[config.mk]
export PLATFORM = sky130hd
export DESIGN_NAME = ofm_drain_reader_flat
export DESIGN_NICKNAME = d
export VERILOG_FILES = /design/src/rtl/ofm_drain_reader_if.sv /design/src/rtl/ofm_drain_reader.sv /design/src/flat_wrapper.sv
export SDC_FILE = /design/constraint.sdc
export NUM_CORES = 1
export LEC_CHECK = 0
export CORE_MARGIN = 4
export CORE_UTILIZATION = 39
export DETAILED_ROUTE_END_ITERATION = 8
export DONT_BUFFER_PORTS = 1
export HOLD_SLACK_MARGIN = 0.1
export PLACE_DENSITY = 0.54
export SETUP_SLACK_MARGIN = 0.02
export SLEW_MARGIN = 10
export SYNTH_ARGS = -nofsm -noshare
export SYNTH_HDL_FRONTEND = slang
export SYNTH_SLANG_ARGS = --single-unit
[constraint.sdc]
create_clock -name clk -period 2.4 [get_ports clk]
set_input_delay 0 -clock clk [delete_from_list [all_inputs] [get_ports clk]]
set_output_delay 0 -clock clk [all_outputs]
set_load 0.005 [all_outputs]
[src/rtl/ofm_drain_reader_if.sv]
// Result stream from the OFM drain reader to the host side.
// valid/ready handshake carrying one unpacked partial sum per transfer.
interface ofm_drain_reader_if #(
  parameter int ELEM_W = 16
);
  logic [ELEM_W-1:0] out_data;
  logic              out_valid;
  logic              out_ready;
  logic              out_last;

  modport master (
    output out_data,
    output out_valid,
    output out_last,
    input  out_ready
  );

  modport slave (
    input  out_data,
    input  out_valid,
    input  out_last,
    output out_ready
  );
endinterface

[src/rtl/ofm_drain_reader.sv]
// Drains packed 64-bit OFM words from buffer port B and streams
// their four 16-bit lanes, most-significant lane first.
module ofm_drain_reader #(
  parameter int ADDR_W = 16,
  parameter int DATA_W = 64,
  parameter int ELEM_W = 16,
  parameter int RD_LAT = 2
) (
  input  logic              clk,
  input  logic              rst_n,
  input  logic              start,
  input  logic [ADDR_W-1:0] base_addr,
  input  logic [ADDR_W-1:0] num_words,
  output logic              mem_en,
  output logic [ADDR_W-1:0] mem_addr,
  input  logic [DATA_W-1:0] mem_dout,
  ofm_drain_reader_if.master out_if,
  output logic              busy,
  output logic              done
);

  localparam int WC_W = 3;

  typedef enum logic [2:0] {
    S_IDLE,
    S_FETCH,
    S_WAIT,
    S_STREAM,
    S_FIN
  } state_t;

  state_t            state_q, state_d;
  logic [ADDR_W-1:0] addr_q, addr_d;
  logic [ADDR_W-1:0] rem_q, rem_d;
  logic [1:0]        lane_q, lane_d;
  logic [WC_W-1:0]   wcnt_q, wcnt_d;
  logic [DATA_W-1:0] hold_q, hold_d;
  logic [ELEM_W-1:0] elem;
  logic              last_word;

  always_ff @(posedge clk or negedge rst_n) begin
    if (!rst_n) begin
      state_q <= S_IDLE;
      addr_q  <= '0;
      rem_q   <= '0;
      lane_q  <= '0;
      wcnt_q  <= '0;
      hold_q  <= '0;
    end else begin
      state_q <= state_d;
      addr_q  <= addr_d;
      rem_q   <= rem_d;
      lane_q  <= lane_d;
      wcnt_q  <= wcnt_d;
      hold_q  <= hold_d;
    end
  end

  assign last_word = (rem_q == ADDR_W'(1));

  always_comb begin
    state_d = state_q;
    addr_d  = addr_q;
    rem_d   = rem_q;
    lane_d  = lane_q;
    wcnt_d  = wcnt_q;
    hold_d  = hold_q;
    unique case (state_q)
      S_IDLE: begin
        if (start) begin
          addr_d  = base_addr;
          rem_d   = num_words;
          state_d = (num_words == '0) ? S_FIN : S_FETCH;
        end
      end
      S_FETCH: begin
        wcnt_d  = '0;
        state_d = S_WAIT;
      end
      S_WAIT: begin
        if (wcnt_q == WC_W'(RD_LAT - 1)) begin
          hold_d  = mem_dout;
          lane_d  = '0;
          state_d = S_STREAM;
        end else begin
          wcnt_d = wcnt_q + WC_W'(1);
        end
      end
      S_STREAM: begin
        if (out_if.out_ready) begin
          if (lane_q == 2'd3) begin
            rem_d = rem_q - ADDR_W'(1);
            if (last_word) begin
              state_d = S_FIN;
            end else begin
              addr_d  = addr_q + ADDR_W'(1);
              state_d = S_FETCH;
            end
          end else begin
            lane_d = lane_q + 2'd1;
          end
        end
      end
      S_FIN: begin
        state_d = S_IDLE;
      end
      default: begin
        state_d = S_IDLE;
      end
    endcase
  end

  always_comb begin
    elem = '0;
    unique case (lane_q)
      2'd0: elem = hold_q[4*ELEM_W-1 -: ELEM_W];
      2'd1: elem = hold_q[3*ELEM_W-1 -: ELEM_W];
      2'd2: elem = hold_q[2*ELEM_W-1 -: ELEM_W];
      2'd3: elem = hold_q[ELEM_W-1 -: ELEM_W];
      default: elem = '0;
    endcase
  end

  assign mem_en           = (state_q == S_FETCH);
  assign mem_addr         = mem_en ? addr_q : '0;
  assign out_if.out_valid = (state_q == S_STREAM);
  assign out_if.out_data  = out_if.out_valid ? elem : '0;
  assign out_if.out_last  = out_if.out_valid && (lane_q == 2'd3)
                            && last_word;
  assign busy = (state_q == S_FETCH) || (state_q == S_WAIT)
                || (state_q == S_STREAM);
  assign done = (state_q == S_FIN);

endmodule

[src/flat_wrapper.sv]
// flat-port wrapper written by rule: the top's interface ports become plain ports
module ofm_drain_reader_flat 
#(
  parameter int ADDR_W = 16,
  parameter int DATA_W = 64,
  parameter int ELEM_W = 16,
  parameter int RD_LAT = 2
)
  (clk, rst_n, start, base_addr, num_words, mem_en, mem_addr, mem_dout, busy, done, out_if_out_data, out_if_out_valid, out_if_out_last, out_if_out_ready);
  ofm_drain_reader_if #(.ELEM_W(ELEM_W)) out_if_i ();
  input  logic clk;
  input  logic rst_n;
  input  logic start;
  input  logic [ADDR_W-1:0] base_addr;
  input  logic [ADDR_W-1:0] num_words;
  output logic mem_en;
  output logic [ADDR_W-1:0] mem_addr;
  input  logic [DATA_W-1:0] mem_dout;
  output logic busy;
  output logic done;
  output wire logic [$bits(out_if_i.out_data)-1:0] out_if_out_data;
  output wire logic [$bits(out_if_i.out_valid)-1:0] out_if_out_valid;
  output wire logic [$bits(out_if_i.out_last)-1:0] out_if_out_last;
  input wire logic [$bits(out_if_i.out_ready)-1:0] out_if_out_ready;
  assign out_if_out_data = out_if_i.out_data;
  assign out_if_out_valid = out_if_i.out_valid;
  assign out_if_out_last = out_if_i.out_last;
  assign out_if_i.out_ready = out_if_out_ready;
  ofm_drain_reader #(.ADDR_W(ADDR_W), .DATA_W(DATA_W), .ELEM_W(ELEM_W), .RD_LAT(RD_LAT)) u_core (.clk(clk), .rst_n(rst_n), .start(start), .base_addr(base_addr), .num_words(num_words), .mem_en(mem_en), .mem_addr(mem_addr), .mem_dout(mem_dout), .out_if(out_if_i), .busy(busy), .done(done));
endmodule
==> results, run 1 <==
- The type of the setup path with the least slack is reg2reg.
- The worst path uses 94.62% of the clock period.
- The H-tree was split into 3 levels.
- The via total after detailed routing is 4670.
- No sink is reached through more buffers than the 2 on the longest clock path.
- After clock tree synthesis, the setup repair step added 0 buffers.
- Of all flip-flops after synthesis, the portion carrying an async set or reset was 100.0%.
- The worst pin sits at a relative slew slack of 44.50%.
- The fraction of synthesized cell area taken by the top area cell type is 47.08%.
- The number of global-route vias before repair is 4838.
- The most used flip-flop cell after synthesis is sky130_fd_sc_hd__dfrtp_1.
- At the pin with the least slew margin, the transition time is 832.6 ps.
- The flip-flop and latch count after synthesis is 104.
- The later pin in the worst-skew pair is clocked with a latency of 350 ps.
- Leaving out fill and tap cells, the most frequent cell in the layout is sky130_fd_sc_hd__dfrtp_1.
- Setup total negative slack on the finished layout was measured at 0 ps.
- TritonCTS built the clock tree.
- Setup repair after global routing left no endpoint under its margin.
- The total power consumption of the routed design is 8.382 mW.
- The kind of start point of the critical path is a flip-flop.
- Counting both buffers and inverters, the worst setup path holds a total of 0.
- The hold buffer count at cts is 98.
- The setup skew after layout is 4.454 ps.
- The number of warnings issued by yosys is 0.
- Data on the critical path is required at its endpoint by 2640 ps.
- The initial core utilization is 39.82%.
- The maximum number of pins on one net before global-route repair is 105.
- The area growth from synthesis to final layout is 27.75%.
- Before antenna repair, the detailed router went through 5 iterations.
- The multi-input combinational cells in the finished layout cover a total of 2740 um^2.
- After synthesis, flip-flops and latches occupy 47.08% of the total area.
- In the final routed layout, each cell accounts on average for 18.29 um.
- The synthesized netlist occupies a cell area of 5528 um^2.
- Max-cap violations in this run came to 0.
- The number of clock buffers added by TritonCTS is 9.
- The arrival time of the worst setup path is 2510 ps.
- Walking the worst path, the cells encountered are or4_1 > or3_4 > o31a_2 > o21a_1 > o22a_2.
- The count of unique library cells instantiated by Yosys is 59.
- The top cell types in the final layout, fill and taps aside, are 104 x sky130_fd_sc_hd__dfrtp_1, 98 x sky130_fd_sc_hd__dlygate4sd3_1, 70 x sky130_fd_sc_hd__nor2_1.
- The die width is 127.1 um.
- The worst-path cell with the longest stage delay is sky130_fd_sc_hd__or4_1.
- The number of nets in the layout is 752.
- After floorplanning, the core was sized to cover 13880 um^2.
- sky130_fd_sc_hd__dfrtp_1 takes more of the synthesized area than any other cell.
- In this run the power density over the cells is 1187 nW/um^2.
- The largest stage delay on the critical path is 530 ps.
- The post-DP HPWL is 9822 um.
- The detail route stage leaves a number of antenna-violating nets equal to 0.
- The tightest hold path in the finished design has a slack of -660.1 ps.
- Across the whole layout, storage elements account for 2603 um^2.
- The number of top-level pins is 137.
- The leakage power is 2.803 nW.
- Of the cells placed in the final design, the portion with a size suffix greater than 1 is 18.52%.
- The hold violation total from the final report came to 104.
- The clock sink total is 104.
- Yosys mapped a number of flops with a built-in enable equal to 0.
- The initial antenna violation count is 0.
- The clock-pin slew on the worst setup and hold paths is 70 ps.
- Measured along the y axis, the die boundary spans 127.1 um.
- In the routed design, unresolved DRC markers number 0.
- The endpoint kind of the worst setup timing path is a flip-flop.
- The final global-route overflow total is 0.
- Across all register-to-register paths, the minimum setup slack is 130 ps.
- The routed wire length is 15140 um.
- The tightest min-delay check is of the in2async type.
- After floorplanning, the core was divided into 43 placement rows.
- In the post-synthesis netlist, the biggest area contributors are sky130_fd_sc_hd__dfrtp_1 47%, sky130_fd_sc_hd__mux2_2 13%, sky130_fd_sc_hd__a21oi_1 5.3%.
- The flow ran to the end, but the final reports show violations.
- In this run the tool buffered the top-level ports with 0 buffer cells.
- In this run the mean area of a mapped cell was 10.01 um^2.
- Dividing the detail-routed via count by the number of cells gives 5.640.
- The placer congestion estimate is 0.8524.
- The cell sitting at the root of the clock tree is a sky130_fd_sc_hd__clkbuf_16.
- Across the VDD grid, the largest voltage drop is 0.8017 mV.
- The number of setup violations in the final report is 0.
- The synthesized net count is 661.
- The dominant delay contributor by cell family on the critical path is simple AND/OR/NAND/NOR gates.
- The checks that failed: negative hold slack.
- Along the worst path, the maximum fanout reaches 12.
- The number of design-rule violations left by the first detailed-router iteration is 416.
- The worst path in the final design needs a cycle of 2271 ps, including I/O delays and setup.
- The repair_antennas step left the layout with diodes totalling 0.
- The first global-routing pass estimated 24450 um of wire.
- The instance count of the mapped netlist is 552.
- The overall routing resource usage is 18.68%.
- The die covers 16140 um^2.
- The final-layout fill cell count is 1250.
- The max-slew violation count is 0.
- Timing would allow up to 440.3 MHz.
repair_timing:
action,4_1_cts,5_1_grt
gates resized for setup,1,3
setup endpoints to repair,1,3
cloned,0,0
pin swaps,0,2
endpoints found under the hold margin,204,104
path summary, 6_finish.rpt:
path / startpoint / end / cells after the start
max: u_core.rem_q[10] / u_core.addr_q[13] / 5
min reg2reg: u_core.hold_q[62] / u_core.hold_q[62] / 1
max in group asynchronous: rst_n / u_core.hold_q[20] / 0
min in group clk: num_words[6] / u_core.state_q[2] / 5
min: rst_n / u_core.rem_q[6] / 0
max reg2reg: u_core.rem_q[10] / u_core.addr_q[13] / 5
cells by family (layout without fill, tap and decap cells):
logic type / count (synthesis) / in the layout / synth area share [%]
mux: 67 / 67 / 13.60
simple gates: 179 / 179 / 16.27
fa+ha+maj: 9 / 9 / 2.037
buf+inv: 47 / 143 / 3.870
flops: 104 / 104 / 47.08
compound gates: 146 / 146 / 17.13
synth_stat cells, types with 4 or more instances:
library cell                instances
sky130_fd_sc_hd__a21oi_1           58
sky130_fd_sc_hd__nand2_1           24
sky130_fd_sc_hd__nor2_1            70
sky130_fd_sc_hd__a31oi_1            9
sky130_fd_sc_hd__a222oi_1          16
sky130_fd_sc_hd__buf_2              9
sky130_fd_sc_hd__o21ai_0           30
sky130_fd_sc_hd__nand4_1            9
sky130_fd_sc_hd__inv_1              9
sky130_fd_sc_hd__mux2_2            65
sky130_fd_sc_hd__and2_1            20
sky130_fd_sc_hd__o22ai_1            5
sky130_fd_sc_hd__clkbuf_1          23
sky130_fd_sc_hd__nand3_1            9
sky130_fd_sc_hd__dfrtp_1          104
sky130_fd_sc_hd__ha_1               9
sky130_fd_sc_hd__nor4_1            11
sky130_fd_sc_hd__nor3_1            12
sky130_fd_sc_hd__a2bb2oi_1          4
through the flow:
step           std cells  cell area (um^2)  setup WS, ps  utilization (%)
6_report             828              7062         129.1            50.87
5_1_grt              828              7062         34.06            50.87
4_1_cts              828              7051         49.47            50.79
3_5_place_dp         714              5756         49.33            41.46
3_3_place_gp         714              5756         125.4            41.46
2_1_floorplan        552              5528         135.5                -
area by class of cell:
class,count,share of cell area [%]
clock inverter,7,1.169
timing repair buffer,117,16.27
clock buffer,9,3.189
inverter,10,0.5315
multi-input combinational,401,38.80
sequential,104,36.85
tap,180,3.189
worst reg2reg max path, stage by stage (launching register included):
cell and delay [ps]:
sky130_fd_sc_hd__dfrtp_1 440, sky130_fd_sc_hd__or4_1 530, sky130_fd_sc_hd__or3_4 390, sky130_fd_sc_hd__o31a_2 470, sky130_fd_sc_hd__o21a_1 140, sky130_fd_sc_hd__o22a_2 190
registers in the layout (all words and copies together), names as in the netlist:
name and flops:
u_core.hold_q 64, u_core.addr_q 16, u_core.rem_q 16, u_core.state_q 3, u_core.wcnt_q 3, u_core.lane_q 2
routing by layer:
layer / track usage, % / up-vias / routed length [um]
met1: 23.74 / 2287 / 6377
met3: 5.393 / 9 / 980
met2: 31.94 / 155 / 7641
met4: 3.785 / 0 / 140
met5: 0 / - / 0
li1: - / 2219 / -
report_power, final:
group | total, mW | switching [mW] | internal [mW]
logic | 3.54 | 1.87 | 1.67
clock network | 1.53 | 0.704 | 0.828
registers | 3.31 | 0.697 | 2.61
Note: power is estimated with default switching activity, not from simulation.
==> run 2: changes to the inputs <==
--- a/config.mk
+++ b/config.mk
@@ -7,9 +7,11 @@
 export LEC_CHECK = 0
 export CORE_MARGIN = 4
 export CORE_UTILIZATION = 39
+export CTS_CLUSTER_SIZE = 10
 export DETAILED_ROUTE_END_ITERATION = 8
 export DONT_BUFFER_PORTS = 1
 export HOLD_SLACK_MARGIN = 0.1
+export MAX_ROUTING_LAYER = met4
 export PLACE_DENSITY = 0.54
 export SETUP_SLACK_MARGIN = 0.02
 export SLEW_MARGIN = 10
==> run 2 against run 1 <==
Compared with the run above: the flow still finishes with violations (negative hold slack); design area is the same; combinational power is essentially flat; register-to-register slack is essentially flat; die area is the same; critical path depth is the same; clock power is essentially flat; via count shrank 0.39%; final cell count is the same; non-clock buffer count is the same; worst setup slack is essentially flat; power is essentially flat; sequential share of layout area is the same; critical path type unchanged; highest routed layer unchanged.
==> results, run 2 (same netlist as run 1, synthesis figures left out) <==
- The flow ran to the end, but the final reports show violations.
- The final reports fail on negative hold slack.
- The portion of total power attributed to combinational logic is 42.2% (about the same).
- The proportion of layout cells with a drive suffix above 1 is 18.52% (unchanged).
- The final-layout fill cell count came to 1250 (unchanged).
- The final global-route overflow total is 0 (unchanged).
- The maximum fanout encountered on the critical timing path came to 12 (unchanged).
- The endpoint required time on the critical path is 2640 ps (about the same).
- Leaving out fill and tap cells, the most frequent cells in the layout are 104 x sky130_fd_sc_hd__dfrtp_1, 98 x sky130_fd_sc_hd__dlygate4sd3_1, 70 x sky130_fd_sc_hd__nor2_1.
- The achievable clock frequency was 440.4 MHz (about the same).
- The area of the die is 16140 um^2 (unchanged).
- The minimum period implied by the final worst setup slack is 2271 ps (-0.2560 ps).
- The class of the tightest hold or removal check is in2async.
- The number of antenna repair diodes was 0 (unchanged).
- The post-route clock period utilization was 94.61% (about the same).
- The library cell used most frequently in the layout, excluding fill and tap cells, is sky130_fd_sc_hd__dfrtp_1.
- The die width is 127.1 um (unchanged).
- The number of setup violations in the final report is 0 (unchanged).
- The area growth from synthesis to final layout is 27.75% (unchanged).
- The number of top-level pins is 137 (unchanged).
- The max-slew violation count is 0 (unchanged).
- The setup slack at placement is 49.33 ps (unchanged).
- The fraction of power consumed by sequential logic is 39.4% (about the same).
- The max-capacitance violation count is 0 (unchanged).
- The via total after detailed routing is 4652 (-0.39%).
- The clock network power share is 18.3% (about the same).
- The total power consumption of the routed design is 8.388 mW (about the same).
- The row count is 43 (unchanged).
- The largest registers in the layout are u_core.hold_q (64), u_core.addr_q (16), u_core.rem_q (16).
- The internal power is 5.112 mW (about the same).
- The net switching fraction of the power was 39.06% (+0.046 points).
- The tightest hold margin is -661.9 ps (-1.812 ps).
- The leakage power is 2.803 nW (unchanged).
- The hold buffer count at cts came to 98 (unchanged).
- The arrival time of the worst setup path is 2510 ps (about the same).
- After global routing, the most crowded layer is met2.
- The count of port buffers added during placement was 0 (unchanged).
- The wire length of the first global-routing pass was 24430 um (about the same).
- The clock sink total is 104 (unchanged).
- The maximum number of pins on one net before global-route repair is 105 (unchanged).
- The routed wire length is 15130 um (about the same).
- The origin of the critical flop-to-flop path is u_core.rem_q[10].
- The worst setup path is launched from a flip-flop.
- The final critical-path setup slack is 129.3 ps (+0.2560 ps).
- The switching power summed over all nets is 3.276 mW (+0.19%).
- The worst-case vdd ir drop is 0.8041 mV (+0.29%).
- The number of detailed-route iterations in the first pass is 5 (unchanged).
- The length in cells of the worst reg-to-reg path is 5 (unchanged).
- The slew at the pin closest to its max-slew limit was 803.4 ps (-29.16 ps).
- The area occupied by multi-input gates is 2740 um^2 (unchanged).
- The placer congestion estimate was 0.8659 (+1.6%).
- The core box area is 13880 um^2 (unchanged).
- By startpoint and endpoint, the worst setup path is classified as reg2reg.
- The die height is 127.1 um (unchanged).
- The CTS buffer count was 9 (unchanged).
- The tree is rooted in a sky130_fd_sc_hd__clkbuf_16.
- The post-DP HPWL is 9822 um (unchanged).
- The hold violation total from the final report was 104 (unchanged).
- The worst reg-to-reg setup slack is 130 ps (about the same).
- The number of flip-flops under the largest register name is 64 (unchanged).
- The endpoint kind of the worst setup timing path is a flip-flop.
- The total power density per cell area came to 1188 nW/um^2 (about the same).
- The reg-to-reg endpoint is u_core.addr_q[13].
- The number of buffers on the longest clock path is 2 (unchanged).
- The met2 track demand over resource in global routing is 32.00% (+0.062 points).
- The met1 usage came to 24.01% (+0.27 points).
- The remaining design rule violation count is 0 (unchanged).
- Setup repair after global routing left no endpoint under its margin.
- The per-cell routed wire length is 18.28 um (about the same).
- The initial antenna violation count is 0 (unchanged).
- The initial core utilization was 39.82% (unchanged).
- The number of nets in the layout is 752 (unchanged).
- The worst-case headroom to the max-slew limit is 46.44% (+1.9 points).
- The met3 layer usage reported by global route is 4.933% (-0.46 points).
- The largest register by flop count is u_core.hold_q.
- The setup skew after layout is 5.650 ps (+1.196 ps).
- The count of nets left with antenna violations after detail routing is 0 (unchanged).
- The final-layout setup total negative slack is 0 ps (unchanged).
- TritonCTS built the clock tree.
- The number of global-route vias before repair is 4841 (+0.062%).
- The clock-pin slew on the worst setup and hold paths was 70 ps (about the same).
- The number of design-rule violations left by the first detailed-router iteration was 416 (unchanged).
- The depth of the CTS H-tree is 3 (unchanged).
- The clock latency at the later pin of the worst-skew pair came to 360 ps (about the same).
- The overall routing resource usage is 19.24% (+0.56 points).
- The register cell area after layout came to 2603 um^2 (unchanged).
- The detail-routed via count per cell was 5.618 (-0.39%).
[run 2: cell counts in the layout (fill, tap and decap cells not counted)]
No cell type changed its count.
[run 2: power by group through the flow]
stage	Combinational (mW)	Clock, mW	Sequential, mW
floorplan	2.75	0	3.08
finish	3.54	1.54	3.31
global placement	3.31	0	3.27
CTS	3.54	1.60	3.28
detailed placement	3.41	0	3.31
global route	3.95	1.68	3.43
[run 2: per-stage QoR]
stage | cell area [um^2] | std cells | utilization, %
3_3_place_gp | 5756 | 714 | 41.46
6_report | 7062 | 828 | 50.87
4_1_cts | 7051 | 828 | 50.79
3_5_place_dp | 5756 | 714 | 41.46
5_1_grt | 7062 | 828 | 50.87
2_1_floorplan | 5528 | 552 | -
[run 2: cell type report]
cell class | instances | area share, %
inverter | 10 | 0.5315
tap | 180 | 3.189
multi-input combinational | 401 | 38.80
sequential | 104 | 36.85
timing repair buffer | 117 | 16.27
clock inverter | 7 | 1.169
clock buffer | 9 | 3.189
[run 2: how the worst max path moves through the flow]
stage	start	end	slack, ps
6_report	u_core.rem_q[10]	u_core.addr_q[13]	130
5_1_grt	u_core.lane_q[0]	out_if_out_data[15]	30
4_1_cts	u_core.rem_q[1]	u_core.rem_q[12]	50
3_5_place_dp	u_core.rem_q[1]	u_core.rem_q[12]	50
3_3_place_gp	u_core.rem_q[1]	u_core.rem_q[14]	130
2_1_floorplan	u_core.rem_q[0]	u_core.rem_q[14]	140
[run 2: repair_timing]
item / CTS / global route
gates resized for setup: 1 / 3
setup endpoints to repair: 1 / 3
pin swaps: 0 / 2
gates cloned: 0 / 0
buffers inserted: 0 / 0
hold endpoints to repair: 204 / 104
[run 2: metal layers]
metal  vias up  wire length (um)
met1      2286              6506
met2       142              7625
met5         -                 0
met4         0               146
li1       2214                 -
met3        10               853
[run 2: critical path, cell delays in order (launching register included)]
cell and delay (ps):
sky130_fd_sc_hd__dfrtp_1 440, sky130_fd_sc_hd__or4_1 530, sky130_fd_sc_hd__or3_4 380, sky130_fd_sc_hd__o31a_2 470
sky130_fd_sc_hd__o21a_1 140, sky130_fd_sc_hd__o22a_2 190
